<file path="src/rtl/div_pkg.sv">
// Shared types and constants for the 8-bit restoring divider.
package div_pkg;

    localparam int WIDTH = 8;

    // Quotient reported when the divisor is zero.
    localparam logic [WIDTH-1:0] DIV0_QUOTIENT = 8'hFF;

    typedef enum logic [1:0] {
        IDLE = 2'd0,
        RUN  = 2'd1,
        DONE = 2'd2
    } state_t;

endpackage

</file>
<file path="src/rtl/restoring_div_8b_if.sv">
// Request/result bundle between a divider client and restoring_div_8b.
interface restoring_div_8b_if;
    import div_pkg::*;

    logic             start;
    logic [WIDTH-1:0] dividend;
    logic [WIDTH-1:0] divisor;
    logic             busy;
    logic             done;
    logic [WIDTH-1:0] quotient;
    logic [WIDTH-1:0] remainder;
    logic             div_by_zero;

    modport master (
        output start, dividend, divisor,
        input  busy, done, quotient, remainder, div_by_zero
    );

    modport slave (
        input  start, dividend, divisor,
        output busy, done, quotient, remainder, div_by_zero
    );

endinterface

</file>
<file path="src/rtl/sub8.sv">
// 8-bit ripple-borrow subtractor: diff = a - b - bin, bout set on underflow.
module sub8
    import div_pkg::*;
(
    input  logic [WIDTH-1:0] a,
    input  logic [WIDTH-1:0] b,
    input  logic             bin,
    output logic [WIDTH-1:0] diff,
    output logic             bout
);

    logic [WIDTH:0] borrow;

    // Full-subtractor chain, LSB to MSB.
    always_comb begin
        borrow    = '0;
        diff      = '0;
        borrow[0] = bin;
        for (int i = 0; i < WIDTH; i++) begin
            diff[i]       = a[i] ^ b[i] ^ borrow[i];
            borrow[i + 1] = (~a[i] & b[i]) | (~(a[i] ^ b[i]) & borrow[i]);
        end
        bout = borrow[WIDTH];
    end

endmodule

</file>
<file path="src/rtl/restoring_div_8b.sv">
// Sequential 8-bit unsigned restoring divider: one quotient bit per RUN cycle,
// using sub8 to trial-subtract the divisor from the shifted partial remainder.
module restoring_div_8b
    import div_pkg::*;
(
    input  logic                 clk,
    input  logic                 rst,
    restoring_div_8b_if.slave    bus
);

    state_t           state_q, state_d;
    logic [WIDTH-1:0] q_q, q_d;
    // Partial remainder is at most 127 between iterations, so only 7 bits are
    // kept; the full 8-bit remainder of the last iteration goes to rem_q.
    logic [WIDTH-2:0] r_q;
    logic [WIDTH-1:0] r_d;
    logic [WIDTH-1:0] d_q, d_d;
    logic [2:0]       cnt_q, cnt_d;
    logic [WIDTH-1:0] quot_q, quot_d;
    logic [WIDTH-1:0] rem_q, rem_d;
    logic             dz_q, dz_d;

    logic [WIDTH-1:0] p;
    logic [WIDTH-1:0] diff;
    logic             bout;
    logic             ok;

    assign p  = {r_q, q_q[WIDTH-1]};
    assign ok = ~bout;

    sub8 u_sub8 (
        .a    (p),
        .b    (d_q),
        .bin  (1'b0),
        .diff (diff),
        .bout (bout)
    );

    assign bus.busy        = (state_q == RUN);
    assign bus.done        = (state_q == DONE);
    assign bus.quotient    = quot_q;
    assign bus.remainder   = rem_q;
    assign bus.div_by_zero = dz_q;

    // Next-state and datapath update for the IDLE/RUN/DONE sequencer.
    always_comb begin
        state_d = state_q;
        q_d     = q_q;
        r_d     = {1'b0, r_q};
        d_d     = d_q;
        cnt_d   = cnt_q;
        quot_d  = quot_q;
        rem_d   = rem_q;
        dz_d    = dz_q;
        case (state_q)
            IDLE, DONE: begin
                if (bus.start) begin
                    if (bus.divisor != '0) begin
                        q_d     = bus.dividend;
                        r_d     = '0;
                        d_d     = bus.divisor;
                        cnt_d   = 3'd0;
                        dz_d    = 1'b0;
                        state_d = RUN;
                    end else begin
                        quot_d  = DIV0_QUOTIENT;
                        rem_d   = bus.dividend;
                        dz_d    = 1'b1;
                        state_d = DONE;
                    end
                end else begin
                    state_d = IDLE;
                end
            end
            RUN: begin
                r_d   = ok ? diff : p;
                q_d   = {q_q[WIDTH-2:0], ok};
                cnt_d = cnt_q + 3'd1;
                if (cnt_q == 3'd7) begin
                    quot_d  = q_d;
                    rem_d   = r_d;
                    state_d = DONE;
                end
            end
            default: begin
                state_d = IDLE;
            end
        endcase
    end

    // Control and result registers, cleared by reset.
    always_ff @(posedge clk) begin
        if (rst) begin
            state_q <= IDLE;
            cnt_q   <= 3'd0;
            quot_q  <= '0;
            rem_q   <= '0;
            dz_q    <= 1'b0;
        end else begin
            state_q <= state_d;
            cnt_q   <= cnt_d;
            quot_q  <= quot_d;
            rem_q   <= rem_d;
            dz_q    <= dz_d;
        end
    end

    // Iteration operands; always reloaded on an accepted start, so no reset.
    always_ff @(posedge clk) begin
        q_q <= q_d;
        r_q <= r_d[WIDTH-2:0];
        d_q <= d_d;
    end

endmodule
</file>
<file path="src/flat_wrapper.sv">
// flat-port wrapper written by rule: the top's interface ports become plain ports
module restoring_div_8b_flat import div_pkg::*;
  (clk, rst, bus_start, bus_dividend, bus_divisor, bus_busy, bus_done, bus_quotient, bus_remainder, bus_div_by_zero);
  restoring_div_8b_if bus_i ();
  input  logic clk;
  input  logic rst;
  input wire logic [$bits(bus_i.start)-1:0] bus_start;
  input wire logic [$bits(bus_i.dividend)-1:0] bus_dividend;
  input wire logic [$bits(bus_i.divisor)-1:0] bus_divisor;
  output wire logic [$bits(bus_i.busy)-1:0] bus_busy;
  output wire logic [$bits(bus_i.done)-1:0] bus_done;
  output wire logic [$bits(bus_i.quotient)-1:0] bus_quotient;
  output wire logic [$bits(bus_i.remainder)-1:0] bus_remainder;
  output wire logic [$bits(bus_i.div_by_zero)-1:0] bus_div_by_zero;
  assign bus_i.start = bus_start;
  assign bus_i.dividend = bus_dividend;
  assign bus_i.divisor = bus_divisor;
  assign bus_busy = bus_i.busy;
  assign bus_done = bus_i.done;
  assign bus_quotient = bus_i.quotient;
  assign bus_remainder = bus_i.remainder;
  assign bus_div_by_zero = bus_i.div_by_zero;
  restoring_div_8b u_core (.clk(clk), .rst(rst), .bus(bus_i));
endmodule
</file>
<file path="config.mk">
export PLATFORM = sky130hd
export DESIGN_NAME = restoring_div_8b_flat
export DESIGN_NICKNAME = d
export VERILOG_FILES = /design/src/rtl/div_pkg.sv /design/src/rtl/restoring_div_8b_if.sv /design/src/rtl/sub8.sv /design/src/rtl/restoring_div_8b.sv /design/src/flat_wrapper.sv
export SDC_FILE = /design/constraint.sdc
export NUM_CORES = 1
export LEC_CHECK = 0
export CORE_ASPECT_RATIO = 2
export CORE_MARGIN = 2
export CORE_UTILIZATION = 52
export CTS_BUF_LIST = sky130_fd_sc_hd__clkbuf_8 sky130_fd_sc_hd__clkbuf_16
export DETAILED_ROUTE_END_ITERATION = 10
export GPL_TIMING_DRIVEN = 0
export PLACE_DENSITY = 0.79
export REMOVE_ABC_BUFFERS = 1
export SYNTH_ARGS = -nofsm -noshare
export SYNTH_HDL_FRONTEND = slang
export SYNTH_SLANG_ARGS = --single-unit
</file>
<file path="constraint.sdc">
create_clock -name clk -period 4.75 [get_ports clk]
set_input_delay 1.425 -clock clk [delete_from_list [all_inputs] [get_ports clk]]
set_output_delay 1.425 -clock clk [all_outputs]
set_load 0.01 [all_outputs]
</file>
## Word level (Yosys, flattened, before mapping)

Index checks and enable logic that the tools add are counted.
W data, S select, Z words.

| word-level totals | value |
|---|---|
| input bits | 19 |
| word-level logic and storage cells | 100 |
| register bits after elaboration | 45 |
| output and inout port bits | 19 |

| operators by class | value |
|---|---|
| bitwise logic cells | 53 |
| reductions and logical operators | 8 |
| $add $sub $neg | 1 |
| muxes and demuxes | 23 |
| eq/ne operators | 7 |

Operator list:

| operator | number |
|---|---|
| $mux W8 | 9 |
| $pmux W8 S2 | 3 |
| $not A1 Y1 | 16 |
| $and A1 B1 Y1 | 15 |
| $xor A1 B1 Y1 | 15 |
| $mux W7 | 2 |
| $pmux W7 S2 | 1 |
| $reduce_bool A8 Y1 | 1 |
| $or A1 B1 Y1 | 7 |
| $mux W2 | 3 |
| $mux W3 | 2 |
| $pmux W3 S2 | 1 |
| $reduce_and A3 Y1 | 2 |
| $ne A2 B1 Y1 const B | 2 |
| $ne A2 B2 Y1 const B | 2 |
| $pmux W2 S2 | 1 |
| $reduce_and A4 Y1 | 1 |
| $add A3 B1 Y3 const B | 1 |
| $eq A3 B3 Y1 const B | 1 |
| $eq A2 B1 Y1 const B | 1 |
| $eq A2 B2 Y1 const B | 1 |
| $logic_not A2 Y1 | 1 |
| $reduce_and A2 Y1 | 1 |
| $reduce_bool A2 Y1 | 1 |
| 2 further kinds | 2 |

## Logic depth before layout (Yosys ltp)

Gate-level depths: netlist of the first run.

| logic depth | value |
|---|---|
| word-level depth | 19 |
| depth in mapped cells | 14 |
| gate-level depth less buffers | 13 |

## Modules after synthesis

Synthesis of the first run repeated with hierarchy kept, for this count alone.

| unflattened totals | value |
|---|---|
| cell total of the unflattened synthesis | 192 |
| area, all modules | 2,087.0 sq um |

By module, submodules not included:

| module | cells an instance | area each (sq um) | instances | seq. area each (sq um) |
|---|---|---|---|---|
| restoring_div_8b | 166 | 1,859.3 | 1 | 1,131.1 |
| sub8 | 26 | 227.7 | 1 | 0.0 |

## Least setup slack after synthesis of the first run

Ideal clock, no wire load.

| timing path | value |
|---|---|
| kind | flip-flop to flip-flop |
| start point | register u_core.d_q[0] |
| end point | register u_core.rem_q[1] (netlist: u_core.bus.remainder[1]) |
| period minus slack after synthesis | 4.096 ns |
| setup slack | 0.654 ns |
| data required time | 4.670 ns |
| setup time | 0.080 ns |
| path buffers | 1 |
| arrival time | 4.016 ns |
| cell stages (with the launch flop) | 13 |
| cell sequence | edfxtp_1 ha_1 fa_1 fa_1 fa_1 fa_1 fa_1 fa_1 fa_1 buf_2 a211oi_1 a21oi_1 a211oi_2 |

| between the ends | value |
|---|---|
| cells in the longest elaborated chain, start to end | 18 |
| elaborated cells between the ends (all ways) | 19 |
| those cells by class | 3 x mux; 16 x bitwise |

Ends and longest elaborated chain:

| what | RTL line | RTL |
|---|---|---|
| start: declaration | restoring_div_8b.sv:17 | `logic [WIDTH-1:0] d_q, d_d;` |
| start signal: assignment | restoring_div_8b.sv:112 | `d_q <= d_d;` |
| $and A1 B1 Y1 (*) | sub8.sv:21 | `borrow[i + 1] = (~a[i] & b[i]) \| (~(a[i] ^ b[i]) & borrow[i]);` |
| $and A1 B1 Y1 | sub8.sv:21 |  |
| $or A1 B1 Y1 | sub8.sv:21 |  |
| $and A1 B1 Y1 | sub8.sv:21 |  |
| $or A1 B1 Y1 | sub8.sv:21 |  |
| $and A1 B1 Y1 | sub8.sv:21 |  |
| $or A1 B1 Y1 | sub8.sv:21 |  |
| $and A1 B1 Y1 | sub8.sv:21 |  |
| [2 not listed] | -- |  |
| $or A1 B1 Y1 | sub8.sv:21 |  |
| $and A1 B1 Y1 | sub8.sv:21 |  |
| $or A1 B1 Y1 | sub8.sv:21 |  |
| $and A1 B1 Y1 | sub8.sv:21 |  |
| $or A1 B1 Y1 | sub8.sv:21 |  |
| $mux W8 (*) | restoring_div_8b.sv:76 | `r_d = ok ? diff : p;` |
| $mux W8 (*) | restoring_div_8b.sv:79 | `if (cnt_q == 3'd7) begin` |
| $pmux W8 S2 (*) | restoring_div_8b.sv:55 | `case (state_q)` |
| end signal: assignment | restoring_div_8b.sv:103 | `rem_q <= rem_d;` |
| end: declaration | restoring_div_8b.sv:20 | `logic [WIDTH-1:0] rem_q, rem_d;` |

Every way passes the cells marked *; elsewhere a longest branch is shown, timed or not. The select of a mux whose other input is x is not followed.
A chain may end at the register's enable or synchronous reset.

## Final worst setup path of the first run

| timing path | value |
|---|---|
| start point | register u_core.d_q[0] |
| end point | register u_core.rem_q[0] (netlist: u_core.bus.remainder[0]) |

| between the ends | value |
|---|---|
| cells in the longest elaborated chain, start to end | 18 |
| elaborated cells between the ends (all ways) | 19 |
| those cells by class | 3 x mux; 16 x bitwise |

Ends and longest elaborated chain:

| what | RTL line |
|---|---|
| $and A1 B1 Y1 (2 in series) | sub8.sv:21 |
| $or A1 B1 Y1 | sub8.sv:21 |
| $and A1 B1 Y1 | sub8.sv:21 |
| $or A1 B1 Y1 | sub8.sv:21 |
| $and A1 B1 Y1 | sub8.sv:21 |
| $or A1 B1 Y1 | sub8.sv:21 |
| $and A1 B1 Y1 | sub8.sv:21 |
| $or A1 B1 Y1 | sub8.sv:21 |
| $and A1 B1 Y1 | sub8.sv:21 |
| $or A1 B1 Y1 | sub8.sv:21 |
| $and A1 B1 Y1 | sub8.sv:21 |
| $or A1 B1 Y1 | sub8.sv:21 |
| $and A1 B1 Y1 | sub8.sv:21 |
| $or A1 B1 Y1 | sub8.sv:21 |
| $mux W8 (*) | restoring_div_8b.sv:76 |
| $mux W8 (*) | restoring_div_8b.sv:79 |
| $pmux W8 S2 (*) | restoring_div_8b.sv:55 |

Marks and branches as above.

==> key figures, run 1 <==
Timing
  – Period minus WS final: roughly 4500 ps
  – Worst-margin pin slew: 1290 ps
  – Setup-failing EPs final: 0
  – Slew margin rel.: between 10% and 20%
  – RSZ-0062 raised after global routing: yes
  – Final hold violations: 0
  – Fmax: 221 MHz
  – Final Hold Slack: between 400 and 500 ps
  – Clock skew after layout: about 1.6 ps
  – Max Slew Vio Count: 0
  – Final Cycle Share: a little over nine tenths

Detailed routing
  – Routed wire length: roughly 4.0 mm
  – DR WL/cell: approximately 15 um
  – DRC Markers: 0
  – Routed vias: approximately 1400
  – Drt pass-1 iters: 4
  – Final ANT Viol Nets: 0
  – 1st-iter DRT viols: 29
  – Vias per Instance: 5.32

Clocking
  – Post-CTS Hold Buffers: 0
  – Clock Sinks: between 40 and 50
  – Clock buffer depth: 2
  – Clk slew on worst S/H paths: 80 ps
  – Clk_lat worst skew: about 290 ps
  – CTS tree: yes
  – H-tree levels: 2
  – Post-CTS setup buffers: 0
  – Post-CTS sizing: 0
  – Number of buffers created by CTS: 5
  – CTS Root Buffer Type: clkbuf_8

Power and ir drop
  – PwrDens: 333 nW/um2
  – Static Leakage: between 0.9 and 1 nW
  – Total power: between 0.8 and 0.9 mW
  – VDD IR max: between 0.2 and 0.25 mV

Die
  – Initial core utilization: roughly 54%
  – Number of top-level pins: 38
  – Die extent in x: 49.0 um
  – Rows: 32
  – Area of the core: approximately 3900 um2
  – Die area: approximately 4600 um2
  – Die H: 93.9 um

Critical path
  – Max stage delay on crit path: 650 ps
  – Data arrival time of the critical path: ~4700 ps
  – Reg2reg end: u_core.bus.remainder[0]$_SDFFE_PP0P_
  – Depth of the most critical reg-to-reg path: 11
  – CP endpoint kind: flop
  – Max FO, Critical Path: 18
  – Family with the most delay on the worst path: adder cells
  – Crit-path cells: ha_1 > fa_1 > fa_1 > fa_1 > fa_1 > fa_1 > fa_1 > fa_1 > a211oi_1 > a21oi_1 > a211oi_2
  – Bufs and invs on worst path: 0
  – Cell mode on critical path: fa_1
  – Required time of the worst setup path: 4950 ps
  – Worst setup SP type: flop
  – WS Path Type: flop to flop
  – CP Launch Point: u_core.d_q[0]$_DFFE_PP_
  – Reg2reg start: u_core.d_q[0]$_DFFE_PP_
  – Crit-path slowest cell: fa_1
  – Reg-to-reg slack, setup: approximately 220 ps

Synthesis
  – Top post-synthesis cells by area: edfxtp_1 (33%), dfxtp_1 (21%), a211oi_2 (7.7%), fa_1 (6.7%), nand2_1 (4.6%)
  – Synthesized area: 2100 um2
  – Yosys reg bits: 45
  – Mapped Cells: between 150 and 200
  – Post-synth EDFFs: 23
  – Seq/Total Area, Yosys: between 50% and 60%
  – Synth top cells by count: nand2_1 (26), edfxtp_1 (23), dfxtp_1 (22)
  – Top_reg_cell synth: edfxtp_1
  – Syn Area/Cell: 11.4 um2
  – Largest area contributor in the netlist: edfxtp_1
  – Top-count cell post-synth: nand2_1
  – Yosys warns: 0
  – Asr flop ratio synth: 0%
  – Netlist cell types: 29
  – Synth top area share: approximately a third

Final layout
  – Layout Cells excl Fill: between 200 and 300
  – Fin util: roughly 66%
  – Final #Nets: 247
  – Area growth, synth to finish: 22.2%
  – Layout cell share with drive strength beyond 1: around 16%
  – Antenna diodes: 0

Min path
  – Worst Hold Path EP: u_core.bus.remainder[7]$_SDFFE_PP0P_
  – Worst hold stages: 2
  – Min-Delay Path Class: flop to flop
  – Hold Crit Start: u_core.bus.remainder[7]$_SDFFE_PP0P_

Place
  – Gpl congestion: 0.716
  – Placed cells: 262
  – I/O Buffers: 37
  – Dpl hpwl: a little under 3 mm

GRT
  – Initial antenna violation count: 0
  – Overflow after GRT: 0
  – Gr usage total: 19.8%
  – First-pass GRT wire length: ~7 mm
  – Vias in the first global route: 1470
  – Largest net degree at the start of global routing: 36

Run
  – Max-Cap Viols: 0

Run status
  – Outcome: finished clean
cell families (layout without fill, tap and decap cells):
| kind of cell | after synthesis | count (layout) | synth area share [%] |
|---|---|---|---|
| AO/OA/AOI/OAI | 39 | 39 | 16.6 |
| adder cells (fa/ha/maj) | 10 | 10 | 8.45 |
| buffers and inverters | 22 | 56 | 5.47 |
| flip-flops | 45 | 45 | 53.8 |
| AND/OR/NAND/NOR | 69 | 69 | 15.7 |
state kept, by name (all words and copies together) (netlist names):
name and cells:
u_core.r_q 7, u_core.bus.div_by_zero 1, u_core.state_q 2, u_core.bus.remainder 8, u_core.d_q 8, u_core.q_q 8
u_core.cnt_q 3, u_core.bus.quotient 8
cell usage in the layout, fill, tap and decap left out, drive strengths merged, types with 2 or more instances in the layout:
cell type / synthesis / final
a21oi: 7 / 7
inv: 11 / 12
nor2b: 9 / 9
nor4: 2 / 2
clkbuf: 4 / 5
a211oi: 21 / 21
clkdlybuf4s50: 0 / 37
dfxtp: 22 / 22
a2bb2oi: 2 / 2
nand2: 26 / 26
nor2: 29 / 29
fa: 7 / 7
ha: 3 / 3
edfxtp: 23 / 23
o21ai: 3 / 3
worst max path at each step:
stage	slack, ps	to	cells after the start
floorplan	640	u_core.bus.remainder[6]$_SDFFE_PP0P_	11
global placement	300	u_core.bus.remainder[4]$_SDFFE_PP0P_	12
detailed placement	220	u_core.bus.remainder[0]$_SDFFE_PP0P_	11
CTS	200	u_core.bus.remainder[0]$_SDFFE_PP0P_	11
global route	-3	u_core.bus.remainder[0]$_SDFFE_PP0P_	11
finish	220	u_core.bus.remainder[0]$_SDFFE_PP0P_	11
power breakdown:
group / switching (mW) / internal, mW / leakage [nW]
sequential: 0.0106 / 0.439 / 0.407
clock: 0.124 / 0.153 / 0.0570
combinational: 0.0768 / 0.0529 / 0.465
stage by stage:
stage	instance area (um2)	worst slack, ps	TNS [ps]
floorplan	2030	639	0
global placement	2460	305	0
detailed placement	2460	222	0
CTS	2570	203	0
global route	2570	-2.85	-2.85
finish	2570	216	0
tightest hold or removal path, stage by stage (launching register included):
cell     delay [ps]
dfxtp_1         320
nand2_1          50
o21ai_0          60
final cells by class:
type / count / area (um2)
clock buffers: 5 / 68.8
inverters: 11 / 41.3
fillers: 318 / 1310
repair buffers: 37 / 370
clock inverters: 3 / 37.5
well taps: 51 / 63.8
multi-input cells: 118 / 857
flip-flops and latches: 45 / 1130
routing by layer:
layer	vias up	routed length [um]	GRT usage, %
met1	681	1530	21.0
met4	0	94	7.86
li1	703	-	-
met3	10	169	4.78
met5	-	0	0
met2	43	2210	36.6
(Power assumes the default switching activity.)
==> run 2: changes to the inputs <==
- CAP_MARGIN: default -> 10
- PLACE_DENSITY: 0.79 -> default
- PLACE_DENSITY_LB_ADDON: default -> 0.15
==> run 2 against run 1 <==
  * Non-clock buffer count grew 1
  * Critical path type unchanged
  * Highest routed layer unchanged
  * Clock skew grew 7.7 ps
  * Sequential power about the same
  * Cell area rose by 0.58%
  * Clock power barely moved
==> key figures, run 2 (synthesized netlist as in run 1, its figures left out) <==
Final layout
  – FILL cells: 347
  – Layout Cells excl Fill: approximately 270
  – Most common cell after layout, fill and taps aside: clkdlybuf4s50_1
  – Layout cell share with drive strength beyond 1: 16.4%
  – Commonest non-fill, non-tap cells in the layout: clkdlybuf4s50_1 (37), nand2_1 (26), edfxtp_1 (23)
  – Register area: 1130 um2
  – Design area: ~2600 um2
  – Final #Nets: 248
  – Antenna diodes: 0
  – Multi-input gate area: 857 um2
  – Fin util: around two thirds
  – Area growth, synth to finish: 22.9%

Place
  – I/O Buffers: 37
  – Dpl ws: between 200 and 300 ps
  – Gpl congestion: 0.759
  – Placed cells: between 200 and 300
  – Dpl hpwl: between 2 and 3 mm
  – Post-DP Area: around 2500 um2

Clocking
  – H-tree levels: 2
  – CTS Root Buffer Type: clkbuf_8
  – Post-CTS setup buffers: 0
  – Number of buffers created by CTS: 5
  – Clock buffer depth: 2
  – Post-CTS Hold Buffers: 0
  – Clk_lat worst skew: approximately 300 ps
  – Post-CTS sizing: 0
  – CTS tree: yes
  – Clock Sinks: 45
  – Clk slew on worst S/H paths: approximately 80 ps

GRT
  – Grt peak-use layer: met2
  – Largest net degree at the start of global routing: 36
  – Vias in the first global route: approximately 1500
  – First-pass GRT wire length: approximately 6.7 mm
  – Initial antenna violation count: 0
  – Met2 GRT Util: between 30% and 40%
  – Global-route met3 utilization: 4.46%
  – Overflow after GRT: 0
  – Met1 Usage GRT: 20.3%
  – Gr usage total: 19.7%

Timing
  – Slew margin rel.: around 30%
  – RSZ-0062 raised after global routing: no
  – Final Cycle Share: 93.9%
  – Clock skew after layout: about 9.3 ps
  – Setup TNS Final: 0 ps
  – Final WS setup: slightly below 300 ps
  – Max Slew Vio Count: 0
  – Worst-margin pin slew: between 1000 and 1500 ps
  – Final Hold Slack: ~490 ps
  – Setup-failing EPs final: 0
  – Final hold violations: 0
  – Period minus WS final: 4460 ps
  – Fmax: between 200 and 250 MHz

Detailed routing
  – Routed vias: between 1000 and 1500
  – DRC Markers: 0
  – Routed wire length: ~3.9 mm
  – Vias per Instance: between 5 and 6
  – Drt pass-1 iters: 4
  – Final ANT Viol Nets: 0
  – DR WL/cell: between 10 and 15 um
  – 1st-iter DRT viols: 18

Critical path
  – CP endpoint kind: flop
  – Reg-to-reg slack, setup: roughly 290 ps
  – Reg2reg start: u_core.q_q[7]$_DFFE_PP_
  – WS Path Type: flop to flop
  – Worst setup SP type: flop
  – Data arrival time of the critical path: 4670 ps
  – Family with the most delay on the worst path: adder cells
  – Bufs and invs on worst path: 1
  – CP Launch Point: u_core.q_q[7]$_DFFE_PP_
  – Cell mode on critical path: fa_1
  – Max FO, Critical Path: 18
  – Required time of the worst setup path: around 5000 ps
  – Max stage delay on crit path: between 600 and 700 ps
  – Crit-path cells: inv_1 > ha_1 > fa_1 > fa_1 > fa_1 > fa_1 > fa_1 > fa_1 > fa_1 > a211oi_1 > a21oi_1 > a211oi_2
  – Crit-path slowest cell: fa_1

Die
  – Die extent in x: about 49 um
  – Number of top-level pins: 38
  – Area of the core: 3880 um2
  – Die H: 93.9 um
  – Die area: about 4600 um2
  – Initial core utilization: a little over half
  – Rows: 32

Power and ir drop
  – VDD IR max: about 0.22 mV
  – Total power: roughly 0.86 mW
  – PwrDens: 332 nW/um2
  – Static Leakage: between 0.9 and 1 nW

Run
  – Max-Cap Viols: 0

Min path
  – Min-Delay Path Class: flop to flop
  – Hold Crit Start: u_core.bus.remainder[7]$_SDFFE_PP0P_

Run status
  – Outcome: finished clean
run 2: cell count changes in the layout (fill, tap and decap cells not counted), sizes merged:
cell	change
buf	+1
run 2: final timing paths:
kind	to	depth (start not counted)
worst max-delay path	u_core.bus.remainder[6]$_SDFFE_PP0P_	12
worst min-delay path	u_core.bus.remainder[7]$_SDFFE_PP0P_	2
worst max register to register	u_core.bus.remainder[6]$_SDFFE_PP0P_	12
worst min register to register	u_core.bus.remainder[7]$_SDFFE_PP0P_	2
run 2: tightest hold or removal path, cell delays in order (launching register included):
cell	delay (ps)
dfxtp_1	320
nand2_1	50
o21ai_0	70
run 2: cell type report:
| cell class | count | area share (%) |
|---|---|---|
| inverter | 11 | 1.60 |
| sequential | 45 | 43.8 |
| clock buffer | 5 | 2.66 |
| multi-input combinational | 118 | 33.2 |
| timing repair buffer | 38 | 14.9 |
| clock inverter | 3 | 1.45 |
| tap | 51 | 2.47 |
run 2: report_power, final:
| part | switching (mW) | internal [mW] | leakage (nW) |
|---|---|---|---|
| registers | 0.0114 | 0.439 | 0.407 |
| clock network | 0.127 | 0.153 | 0.0570 |
| logic | 0.0750 | 0.0539 | 0.473 |
| total | 0.213 | 0.646 | 0.936 |
run 2: layer usage:
metal  part of all wire (%)  wire length [um]
met1                     36              1430
met2                     58              2290
met3                    3.4               133
met4                    2.2                86
met5                      0                 0
==> run 3: changes to the inputs <==
- CORE_UTILIZATION: 52 -> 56
- clock period: 4.75 -> 5.69 ns (I/O delays scaled with it)
==> run 3 against run 2 <==
  * Via count rose by 0.28%
  * Critical path depth is the same
  * Global-route usage rose by 1.6 points
  * Sequential power down 16%
  * Combinational power fell by 14%
  * Register-to-register slack improved by 920 ps
  * Clock skew about the same
  * Largest power group unchanged
  * Routed wire length decreased by 1.1%
  * Critical path type unchanged
  * Cell count fell by 0.74%
  * Die area fell by 6.7%
  * Sequential cell count unchanged
==> key figures, run 3 (synthesized netlist as in run 1, its figures left out) <==
Run status
  – Outcome: finished clean

Place
  – Dpl ws: roughly 1200 ps
  – Dpl hpwl: approximately 2.8 mm
  – Post-DP Area: 2460 um2
  – I/O Buffers: 37
  – Gpl congestion: roughly 0.73
  – Placed cells: 260

Detailed routing
  – Routed vias: between 1000 and 1500
  – Routed wire length: about 3.9 mm
  – DR WL/cell: roughly 14 um
  – 1st-iter DRT viols: 22
  – Vias per Instance: roughly 5.4
  – DRC Markers: 0
  – Drt pass-1 iters: 4
  – Final ANT Viol Nets: 0

Timing
  – Clock skew after layout: 8.86 ps
  – Worst-margin pin slew: 1060 ps
  – Max Slew Vio Count: 0
  – RSZ-0062 raised after global routing: no
  – Slew margin rel.: 28.9%
  – Period minus WS final: between 4000 and 5000 ps
  – Setup-failing EPs final: 0
  – Fmax: roughly 220 MHz
  – Final hold violations: 0
  – Final WS setup: between 1000 and 1500 ps
  – Final Cycle Share: between 70% and 80%
  – Setup TNS Final: 0 ps
  – Final Hold Slack: around 500 ps

Power and ir drop
  – Net Switching: between 0.15 and 0.2 mW
  – Power Internal: ~0.56 mW
  – Clock power share: 33.9%
  – VDD IR max: roughly 0.28 mV
  – Net Sw Frac: 24.6%
  – Gate power share: 15.1%
  – Share of power burned in registers: just over 50%
  – Static Leakage: about 0.95 nW
  – PwrDens: 283 nW/um2

GRT
  – First-pass GRT wire length: around 6.6 mm
  – Vias in the first global route: 1449
  – Initial antenna violation count: 0
  – Largest net degree at the start of global routing: 36
  – Overflow after GRT: 0
  – Gr usage total: 21.3%

Critical path
  – WS Path Type: flop to flop
  – Max FO, Critical Path: 18
  – CP endpoint kind: flop
  – Required time of the worst setup path: just under 6000 ps
  – Data arrival time of the critical path: 4700 ps
  – Worst setup SP type: flop

Clocking
  – Clock Sinks: 45
  – H-tree levels: 2
  – Clk slew on worst S/H paths: ~90 ps
  – Post-CTS sizing: 0
  – Post-CTS setup buffers: 0
  – Post-CTS Hold Buffers: 0
  – CTS Root Buffer Type: clkbuf_8
  – Clk_lat worst skew: around 300 ps
  – CTS tree: yes
  – Number of buffers created by CTS: 5
  – Clock buffer depth: 2

Final layout
  – Final #Nets: ~250
  – Most common cell after layout, fill and taps aside: clkdlybuf4s50_1
  – Antenna diodes: 0
  – Layout Cells excl Fill: about 270
  – Commonest non-fill, non-tap cells in the layout: clkdlybuf4s50_1 (37), nand2_1 (26), edfxtp_1 (23)
  – Area growth, synth to finish: 23.9%
  – Design area: roughly 2600 um2
  – Layout cell share with drive strength beyond 1: ~17%

Die
  – Die area: approximately 4300 um2
  – Die H: 90.7 um
  – Area of the core: 3610 um2
  – Die extent in x: 47.3 um
  – Rows: 31
  – Initial core utilization: about three fifths
  – Number of top-level pins: 38

Run
  – Max-Cap Viols: 0

Min path
  – Min-Delay Path Class: flop to flop
run 3: worst max-delay path, cell delays in order (launching register included):
cell      delay [ps]
edfxtp_1         370
inv_1             70
ha_1             190
fa_1             380
fa_1             400
fa_1             400
fa_1             390
fa_1             400
fa_1             410
fa_1             660
a211oi_1         400
a21oi_1          110
a211oi_2         220
run 3: metrics by stage:
step           util [%]  total power [mW]
2_1_floorplan         -             0.449
3_3_place_gp       68.2             0.485
3_5_place_dp       68.2             0.492
4_1_cts            71.5             0.737
5_1_grt            72.2             0.771
6_report           72.2             0.736
run 3: power by group through the flow:
stage	registers, mW	clock network [mW]	logic [mW]
3_3_place_gp	0.382	0	0.102
4_1_cts	0.376	0.252	0.109
6_report	0.376	0.249	0.111
5_1_grt	0.378	0.265	0.128
3_5_place_dp	0.383	0	0.108
2_1_floorplan	0.380	0	0.0682
run 3: path summary, 6_finish.rpt:
path | startpoint | end | slack [ps] | cells past startpoint
worst max-delay path | u_core.q_q[7]$_DFFE_PP_ | u_core.bus.remainder[4]$_SDFFE_PP0P_ | 1210 | 12
worst min-delay path | u_core.bus.remainder[7]$_SDFFE_PP0P_ | u_core.bus.remainder[7]$_SDFFE_PP0P_ | 490 | 2
worst max register to register | u_core.q_q[7]$_DFFE_PP_ | u_core.bus.remainder[4]$_SDFFE_PP0P_ | 1210 | 12
worst min register to register | u_core.bus.remainder[7]$_SDFFE_PP0P_ | u_core.bus.remainder[7]$_SDFFE_PP0P_ | 490 | 2
run 3: metal layers:
layer	vias up	track usage (%)	routed length, um
met5	-	0	0
met4	0	7.64	61
met3	6	3.80	131
met2	34	36.1	2250
met1	699	25.2	1460
li1	708	-	-
run 3: cell type report:
type | instances | area (um2)
Clock buffer | 6 | 82.6
Clock inverter | 2 | 33.8
Fill cell | 282 | 1000
Inverter | 11 | 41.3
Multi-Input combinational cell | 118 | 857
Sequential cell | 45 | 1130
Tap cell | 49 | 61.3
Timing Repair Buffer | 38 | 398
